$ cat config.mk
export PLATFORM = sky130hd
export DESIGN_NAME = wb_arbiter
export DESIGN_NICKNAME = d
export VERILOG_FILES = /design/src/rtl/wb_arbiter_pkg.sv /design/src/rtl/wb_fifo.sv /design/src/rtl/wb_arbiter.sv
export SDC_FILE = /design/constraint.sdc
export NUM_CORES = 1
export LEC_CHECK = 0
export BUFFER_PORTS_ARGS = -buffer_cell sky130_fd_sc_hd__buf_2
export CAP_MARGIN = 20
export CORE_MARGIN = 4
export CORE_UTILIZATION = 45
export CTS_CLUSTER_SIZE = 16
export DETAILED_ROUTE_END_ITERATION = 6
export PLACE_DENSITY = 0.72
export SETUP_SLACK_MARGIN = 0.05
export SLEW_MARGIN = 20
export SYNTH_ARGS = -nofsm -noshare
export SYNTH_HDL_FRONTEND = slang
export SYNTH_SLANG_ARGS = --single-unit
$ cat constraint.sdc
create_clock -name clk -period 2.6 [get_ports clk]
set_input_delay 0.26 -clock clk [delete_from_list [all_inputs] [get_ports clk]]
set_output_delay 0.26 -clock clk [all_outputs]
set_load 0.005 [all_outputs]
$ cat src/rtl/wb_arbiter_pkg.sv
// Shared widths, constants and arbitration source encoding for the register-file
// writeback arbiter.
package wb_arbiter_pkg;

    localparam int unsigned WB_ADDR_W   = 5;
    localparam int unsigned WB_DATA_W   = 32;
    localparam int unsigned WB_REG_ZERO = 0;

    typedef enum logic [1:0] {
        SrcNone = 2'd0,
        SrcPipe = 2'd1,
        SrcFifo = 2'd2
    } wb_src_e;

endpackage

$ cat src/rtl/wb_fifo.sv
// Small circular FIFO buffering long-unit results until they win the RF write port.
// Caller guarantees no push when full and no pop when empty.
module wb_fifo
    import wb_arbiter_pkg::*;
#(
    parameter int unsigned DEPTH = 2,
    parameter int unsigned WIDTH = WB_ADDR_W + WB_DATA_W
) (
    input  logic             clk,
    input  logic             rst,
    input  logic             i_push,
    input  logic             i_pop,
    input  logic [WIDTH-1:0] i_data,
    output logic [WIDTH-1:0] o_head,
    output logic             o_full,
    output logic             o_empty
);
    localparam int unsigned PTR_W = $clog2(DEPTH);
    localparam int unsigned CNT_W = PTR_W + 1;

    logic [WIDTH-1:0] r_mem [DEPTH];
    logic [PTR_W-1:0] r_wr_ptr;
    logic [PTR_W-1:0] r_rd_ptr;
    logic [CNT_W-1:0] r_count;

    // Storage needs no reset: occupancy is tracked solely by r_count.
    always_ff @(posedge clk) begin
        if (i_push) begin
            r_mem[r_wr_ptr] <= i_data;
        end
    end

    always_ff @(posedge clk or posedge rst) begin
        if (rst) begin
            r_wr_ptr <= '0;
            r_rd_ptr <= '0;
            r_count  <= '0;
        end else begin
            if (i_push) begin
                r_wr_ptr <= r_wr_ptr + PTR_W'(1);
            end
            if (i_pop) begin
                r_rd_ptr <= r_rd_ptr + PTR_W'(1);
            end
            if (i_push && !i_pop) begin
                r_count <= r_count + CNT_W'(1);
            end else if (!i_push && i_pop) begin
                r_count <= r_count - CNT_W'(1);
            end
        end
    end

    assign o_head  = r_mem[r_rd_ptr];
    assign o_full  = (r_count == CNT_W'(DEPTH));
    assign o_empty = (r_count == '0);

endmodule

$ cat src/rtl/wb_arbiter.sv
// Register-file write-port arbiter: merges pipeline writebacks with queued long-unit
// results, tracks outstanding long-unit destinations and forces a stall on starvation.
module wb_arbiter
    import wb_arbiter_pkg::*;
#(
    parameter int unsigned DEPTH      = 2,
    parameter int unsigned STARVE_MAX = 3,
    parameter int unsigned ADDR_W     = WB_ADDR_W,
    parameter int unsigned DATA_W     = WB_DATA_W
) (
    input  logic                 clk,
    input  logic                 rst,
    input  logic                 pipe_wr,
    input  logic [ADDR_W-1:0]    pipe_rd,
    input  logic [DATA_W-1:0]    pipe_data,
    input  logic                 lu_valid,
    output logic                 lu_ready,
    input  logic [ADDR_W-1:0]    lu_rd,
    input  logic [DATA_W-1:0]    lu_data,
    input  logic                 issue_vld,
    input  logic [ADDR_W-1:0]    issue_rd,
    output logic                 RFWr,
    output logic [ADDR_W-1:0]    WrDtAdr,
    output logic [DATA_W-1:0]    WrDt,
    output logic [2**ADDR_W-1:0] busy,
    output logic                 wb_stall
);
    localparam int unsigned NREG     = 2 ** ADDR_W;
    localparam int unsigned ENT_W    = ADDR_W + DATA_W;
    localparam int unsigned STARVE_W = $clog2(STARVE_MAX + 1) < 1 ? 1 : $clog2(STARVE_MAX + 1);
    localparam logic [ADDR_W-1:0]   RegZero   = ADDR_W'(WB_REG_ZERO);
    localparam logic [STARVE_W-1:0] StarveMax = STARVE_W'(STARVE_MAX);

    logic                w_fifo_full;
    logic                w_fifo_empty;
    logic [ENT_W-1:0]    w_head;
    logic [ADDR_W-1:0]   w_head_rd;
    logic [DATA_W-1:0]   w_head_data;
    logic                w_push;
    logic                w_pop;
    logic                w_pipe_req;
    wb_src_e             w_src;
    logic [STARVE_W-1:0] w_starve_d;
    logic                w_stall_d;
    logic [NREG-1:0]     w_busy_d;

    logic [STARVE_W-1:0] r_starve;
    logic                r_stall;
    logic                r_rf_wr;
    logic [ADDR_W-1:0]   r_wr_adr;
    logic [DATA_W-1:0]   r_wr_dat;
    logic [NREG-1:0]     r_busy;

    wb_fifo #(
        .DEPTH (DEPTH),
        .WIDTH (ENT_W)
    ) u_fifo (
        .clk     (clk),
        .rst     (rst),
        .i_push  (w_push),
        .i_pop   (w_pop),
        .i_data  ({lu_rd, lu_data}),
        .o_head  (w_head),
        .o_full  (w_fifo_full),
        .o_empty (w_fifo_empty)
    );

    assign {w_head_rd, w_head_data} = w_head;

    // Ready comes from registered occupancy only, so a full FIFO stays closed while popping.
    assign lu_ready   = !w_fifo_full;
    assign w_push     = lu_valid && !w_fifo_full && (lu_rd != RegZero);
    assign w_pipe_req = pipe_wr && (pipe_rd != RegZero);

    always_comb begin
        w_src = SrcNone;
        if (r_stall) begin
            w_src = w_fifo_empty ? SrcNone : SrcFifo;
        end else if (w_pipe_req) begin
            w_src = SrcPipe;
        end else if (!w_fifo_empty) begin
            w_src = SrcFifo;
        end
    end

    assign w_pop = (w_src == SrcFifo);

    // Counter saturates at the threshold; the one-cycle stall pop then clears it.
    always_comb begin
        w_starve_d = r_starve;
        if (w_fifo_empty || w_pop) begin
            w_starve_d = '0;
        end else if ((w_src == SrcPipe) && (r_starve != StarveMax)) begin
            w_starve_d = r_starve + STARVE_W'(1);
        end
    end

    assign w_stall_d = (r_starve == StarveMax) && !r_stall;

    always_comb begin
        w_busy_d = r_busy;
        if (w_pop) begin
            w_busy_d[w_head_rd] = 1'b0;
        end
        if (issue_vld && (issue_rd != RegZero)) begin
            w_busy_d[issue_rd] = 1'b1;
        end
        w_busy_d[0] = 1'b0;
    end

    always_ff @(posedge clk or posedge rst) begin
        if (rst) begin
            r_starve <= '0;
            r_stall  <= 1'b0;
            r_rf_wr  <= 1'b0;
            r_wr_adr <= '0;
            r_wr_dat <= '0;
            r_busy   <= '0;
        end else begin
            r_starve <= w_starve_d;
            r_stall  <= w_stall_d;
            r_busy   <= w_busy_d;
            r_rf_wr  <= (w_src != SrcNone);
            case (w_src)
                SrcPipe: begin
                    r_wr_adr <= pipe_rd;
                    r_wr_dat <= pipe_data;
                end
                SrcFifo: begin
                    r_wr_adr <= w_head_rd;
                    r_wr_dat <= w_head_data;
                end
                default: ;
            endcase
        end
    end

    assign RFWr     = r_rf_wr;
    assign WrDtAdr  = r_wr_adr;
    assign WrDt     = r_wr_dat;
    assign busy     = r_busy;
    assign wb_stall = r_stall;

endmodule

# Yosys cells after proc, flatten, opt, wreduce, memory -nomap -nowiden
# Memories as Yosys holds them, arrays and structs flattened.
# Index checks and enable logic that the tools add are counted.
dict set report totals {
  elab_cells 67
  inputBits 84
  latch_bits 0
  ramBits 74
  rom_bits 0
  regBits 76
  memories 1
}
# name words width rd rd_ports_with_merged_regs wr line
set memory_table {}
lappend memory_table {u_fifo.r_mem 2 37 1 0 1 wb_fifo.sv:21} ;# logic [WIDTH-1:0] r_mem [DEPTH];
dict set report op_classes {
  n_eq_ne 5
  mux 17
  bitwise 3
  addsub 5
  reduce_logical 23
  n_div 0
  shift 0
  mul 0
  magnitude_cmp 4
}
# cell count
set ops {}
lappend ops {{$mux W32} 2}
lappend ops {{$pmux W32 S2} 1}
lappend ops {{$and A32 B32 Y32} 1}
lappend ops {{$not A32 Y32} 1}
lappend ops {{$or A32 B32 Y32} 1}
lappend ops {{$reduce_bool A5 Y1} 3}
lappend ops {{$mux W2} 7}
lappend ops {{$lt A5 B6 Y1 const B} 2}
lappend ops {{$demux W1 S5} 2}
lappend ops {{$ge A5 B1 Y1 const B} 2}
lappend ops {{$logic_and A1 B1 Y1} 10}
lappend ops {{$pmux W5 S2} 1}
lappend ops {{$reduce_bool A2 Y1} 4}
lappend ops {{$eq A2 B2 Y1 const B} 3}
lappend ops {{$add A2 B1 Y2 const B} 2}
lappend ops {{$logic_not A1 Y1} 4}
lappend ops {{$mux W1} 4}
lappend ops {{$add A1 B1 Y1 const B} 2}
lappend ops {{$eq A2 B1 Y1 const B} 1}
lappend ops {{$logic_not A2 Y1} 1}
lappend ops {{$ne A2 B2 Y1 const B} 1}
lappend ops {{$sub A2 B1 Y2 const B} 1}
lappend ops {{$logic_or A1 B1 Y1} 1}

# Depth between registers and ports, before layout
# An unclocked memory read counts as a cell.
dict set report depth {
  word_depth 10
  mapped_depth 7
  ltp_nobuf 7
}

# By module
# A second synthesis with hierarchy kept.
dict set report unflattened {
  cells_unflattened 444
  hier_area_um2 6195.9
}
# mod seq_area_each_um2 area_per_inst_um2 n_inst cells_per_inst
set by_module_without_submodules {}
lappend by_module_without_submodules {wb_arbiter 1801.7 3253.1 1 312}
lappend by_module_without_submodules {wb_fifo 2322.2 2942.8 1 132}

# Worst setup path before layout
# OpenSTA, ideal clock, no wires.
dict set report synth_timing {
  kind {flip-flop to flip-flop}
  start {reg u_fifo.r_count[0]}
  end {mem u_fifo.r_mem[0][0] (netlist name), enable pin}
  t_arrival_ns 2.276
  path_buffers 0
  synth_period_minus_slack_ns 2.708
  stages_incl_launch_ff 4
  slack_ns -0.108
  t_required_ns 2.169
  cell_sequence {dfrtp_1 -> nand2b_1 -> o211ai_1 -> nor2_1}
}
dict set report synth_via {
  elab_chain_len 6
}
# item line
set synth_lines {}
lappend synth_lines {{start, declared} wb_fifo.sv:24} ;# logic [CNT_W-1:0] r_count;
lappend synth_lines {{start signal, assigned} wb_fifo.sv:46} ;# r_count <= r_count + CNT_W'(1);
lappend synth_lines {{start signal, assigned} wb_fifo.sv:48} ;# r_count <= r_count - CNT_W'(1);
lappend synth_lines {{$eq A2 B2 Y1} wb_fifo.sv:54} ;# assign o_full = (r_count == CNT_W'(DEPTH));
lappend synth_lines {{$logic_not A1 Y1} --}
lappend synth_lines {{net lu_ready} wb_arbiter.sv:17} ;# output logic lu_ready,
lappend synth_lines {{$logic_and A1 B1 Y1 (2 in series)} wb_arbiter.sv:72} ;# assign w_push = lu_valid && !w_fifo_full && (lu_rd != RegZero);
lappend synth_lines {{$mux W1} wb_fifo.sv:28} ;# if (i_push) begin
lappend synth_lines {{$mux W1 (not written as such)} wb_fifo.sv:29} ;# r_mem[r_wr_ptr] <= i_data;
lappend synth_lines {{end, declared} wb_fifo.sv:21}
# The timed path passes the listed nets, and every way through them passes these cells.

# Worst setup path after layout
dict set report layout_timing {
  start {reg u_fifo.r_rd_ptr}
  end {reg r_busy[18], in the netlist busy[18]}
}
dict set report layout_via {
  elab_chain_len 10
}
# item line
set layout_lines {}
lappend layout_lines {{start, declared} wb_fifo.sv:23} ;# logic [PTR_W-1:0] r_rd_ptr;
lappend layout_lines {{start signal, assigned} wb_fifo.sv:43} ;# r_rd_ptr <= r_rd_ptr + PTR_W'(1);
lappend layout_lines {{$mem_v2 Z2 W37 (*)} --}
lappend layout_lines {{$lt A5 B6 Y1 (not written as such) / $ge A5 B1 Y1 (equally long branches)} wb_arbiter.sv:103} ;# w_busy_d[w_head_rd] = 1'b0;
lappend layout_lines {{$logic_and A1 B1 Y1 (not written as such)} wb_arbiter.sv:103}
lappend layout_lines {{$mux W1 (not written as such)} wb_arbiter.sv:103}
lappend layout_lines {{$demux W1 S5 (*)} wb_arbiter.sv:103}
lappend layout_lines {{$not A32 Y32 (no line) (*)} --}
lappend layout_lines {{$and A32 B32 Y32 (no line) (*)} --}
lappend layout_lines {{$mux W32 (*)} wb_arbiter.sv:102} ;# if (w_pop) begin
lappend layout_lines {{$or A32 B32 Y32 (no line)} --}
lappend layout_lines {{$mux W32 (*)} wb_arbiter.sv:105} ;# if (issue_vld && (issue_rd != RegZero)) begin
lappend layout_lines {{net w_busy_d[18]} wb_arbiter.sv:45} ;# logic [NREG-1:0] w_busy_d;
lappend layout_lines {{end signal, assigned} wb_arbiter.sv:122} ;# r_busy <= w_busy_d;
lappend layout_lines {{end, declared} wb_arbiter.sv:52} ;# logic [NREG-1:0] r_busy;
# The timed path passes the listed nets; every way through them passes the cells marked *.
# A chain may end at the register's enable or synchronous reset.

==> impl_metrics.tcl <==
set metrics [dict create \
    initial_core_util_pct 46.3 \
    synth_edf_count 74 \
    yosys_warnings 0 \
    synth_common_cells "76 x dfrtp_1, 74 x edfxtp_1, 58 x nand2_1" \
    synth_area_leaders "edfxtp_1 36%, dfrtp_1 31%, mux2i_1 6.2%" \
    ant_nets 0 \
    irDropWorstVdd_mv 0.703 \
    synth-async-reset-ratio_pct 50.7 \
    avgSynthCellArea_sq_um 12.2 \
    cp-startpoint "u_fifo.r_rd_ptr" \
    reg2reg_slack_ps 580 \
    finalCriticalPeriod_ps 2020 \
    p_leak_nw 3.42 \
    via_per_inst 5.35 \
    core_sq_um 13300 \
    fp.dieH_um 125 \
    finalHoldViolations 0 \
    fin_area_sq_um 7770 \
    vias 4565 \
    drcViolationCount 0 \
    status "complete, no violations" \
    post_cts_buffers 0 \
    fmax_mhz 495 \
    drt_first_pass_iters 5 \
    gr-total-overflow 0 \
    final_nets 750 \
    routedWlPerCell_um 17.3 \
    start_kind "register" \
    cp.arrival_ps 2300 \
    drt_iter0_markers 249 \
    port-buffer-count 154 \
    power.density_nw_per_um2 1100 \
    cts_resized 0 \
    fp-row-count 42 \
    rsz0062_at_grt "no" \
    drv_cap 0 \
    synth-seq-cells 150 \
    drv_slew 0 \
    wl_um 14800 \
    whs_endpoint "u_fifo.r_mem[1][24]" \
    min_from "lu_data[24]" \
    dpl_cell_area_sq_um 7180 \
    area_growth_syn_to_layout_pct 25.7 \
    setup_tns_ps 0 \
    gp_congestion 0.858 \
    cts_tree "built" \
    r2r-end "busy[18]" \
    drive_gt1_share_pct 31.2 \
    synthesis.nets 591 \
    worstSetupPathType "register to register" \
    cts_buffers 17 \
    netlist_instances 505 \
    grt_util_all_layers_pct 19.2 \
    max-slew-margin-rel_pct 41.5 \
    ys_types 42 \
    clk_pin_slew_ps 60 \
    grt_start_max_net_pins 47 \
    worst_pin_slew_ps 878 \
    r2r_start "u_fifo.r_rd_ptr" \
    place_hpwl_um 10400 \
    critPathCaptureType "register" \
    cts.path.max_buffers 2 \
    die_area_sq_um 15700 \
    synth.top_cell.area_share_pct 35.9 \
    fin_skew_ps 7.95 \
    cp_max_fo 23 \
    setup_viol 0 \
    yosysMostFrequentCell "dfrtp_1" \
    yosys.area.top_type "edfxtp_1" \
    ios 156 \
    syn_area_sq_um 6180 \
    cp.required_ps 2880 \
    antenna_found_initial 0 \
    period_share_pct 77.8 \
    grt_pass1_vias 4706 \
    whs_path_depth 1 \
    hold_path_class "input port to register" \
    die_x_um 125 \
    antenna_cells 0 \
    clock_sinks 150 \
    htreeDepth 4 \
    clk_latency_ps 420 \
    synth_ff_type "dfrtp_1" \
    r2r_cells 5 \
    cts_root_buffer "clkbuf_16" \
    ys_seq_area_share_pct 66.7 \
    grt_first_pass_wirelength_um 23700 \
]
## through the flow
| stage | std cells | setup slack, ps | total power, mW | util, % | hold WS [ps] |
|---|---|---|---|---|---|
| final | 853 | 578 | 8.57 | 58.2 | 26.4 |
| after global routing | 853 | 419 | 9.11 | 58.2 | 4.97 |
| after CTS | 852 | 579 | 8.64 | 58.1 | 3.71 |
| after detailed placement | 819 | 408 | 6.28 | 53.8 | 359 |
| after global placement | 819 | 427 | 6.18 | 53.8 | 345 |
| after floorplan | 505 | 402 | 5.22 | - | 359 |
## state kept, by name, indices dropped and copies added, names as in the netlist
register,cells
r_starve,2
wb_stall,1
u_fifo.r_count,2
u_fifo.r_mem,74
u_fifo.r_wr_ptr,1
busy,31
WrDtAdr,5
RFWr,1
WrDt,32
u_fifo.r_rd_ptr,1
## worst max-delay path by stage
stage | end | slack (ps) | depth (start not counted)
after global placement | u_fifo.r_mem[1][18] | 430 | 5
after floorplan | RFWr | 400 | 1
after detailed placement | busy[18] | 410 | 6
after CTS | u_fifo.r_mem[1][34] | 580 | 4
after global routing | WrDt[16] | 420 | 5
final | busy[18] | 580 | 5
## routing by layer
metal / GRT usage (%) / wire length (um) / up-vias
met5: 0 / 0 / -
met3: 6.78 / 1150 / 20
li1: - / - / 2153
met1: 23.5 / 6140 / 2228
met4: 7.27 / 255 / 0
met2: 31.5 / 7210 / 164
## repair_timing
item                                    in CTS  in global routing
endpoints found under the setup margin       0                  0
hold buffers                                 1                  1
endpoints found under the hold margin       34                  2
## cells in the final DEF, fill, tap and decap left out, types with 5 or more instances in the layout
cell       netlist  routed
buf_2            4     154
dfrtp_1         76      75
edfxtp_1        74      74
nand2_1         58      58
o21ai_0         46      46
nor2_1          42      40
mux2i_1         38      38
a21oi_1         38      38
clkbuf_16        0      18
inv_1           16      15
nand3_1         12      12
o221ai_1        12      12
buf_4            1      12
o31ai_1          9       9
o41ai_1          8       8
o21ai_1          5       5
clkinv_2         0       5
## worst max-delay path, stage by stage, from the launching register on
cell	delay, ps
dfrtp_2	490
buf_4	410
mux2_2	290
nand3_1	200
o41ai_1	310
o21ai_0	160
## cell type report
class | count | area [sq um]
multi-input combinational | 310 | 1890
clock buffer | 21 | 472
tap | 176 | 220
sequential | 150 | 4130
timing repair buffer | 169 | 901
clock inverter | 11 | 98.8
fill | 1144 | 5580
inverter | 16 | 61.3
## logic make-up after synthesis
| logic type | Yosys count | synth area share (%) |
|---|---|---|
| buffers and inverters | 45 | 2.99 |
| adder cells (fa/ha/maj) | 2 | 0.405 |
| multiplexers | 41 | 6.70 |
| XOR/XNOR | 6 | 0.850 |
| other | 1 | 0.0606 |
| flip-flops | 150 | 66.7 |
| AND/OR/NAND/NOR | 135 | 10.3 |
| AO/OA/AOI/OAI | 125 | 12.0 |
## report_power, final
part / total (mW) / leakage, nW / internal (mW) / switching, mW
Sequential: 3.59 / 1.55 / 3.23 / 0.358
Combinational: 2.64 / 1.59 / 1.09 / 1.56
Clock: 2.34 / 0.274 / 1.40 / 0.945
Power figures use the tool's default switching activity.
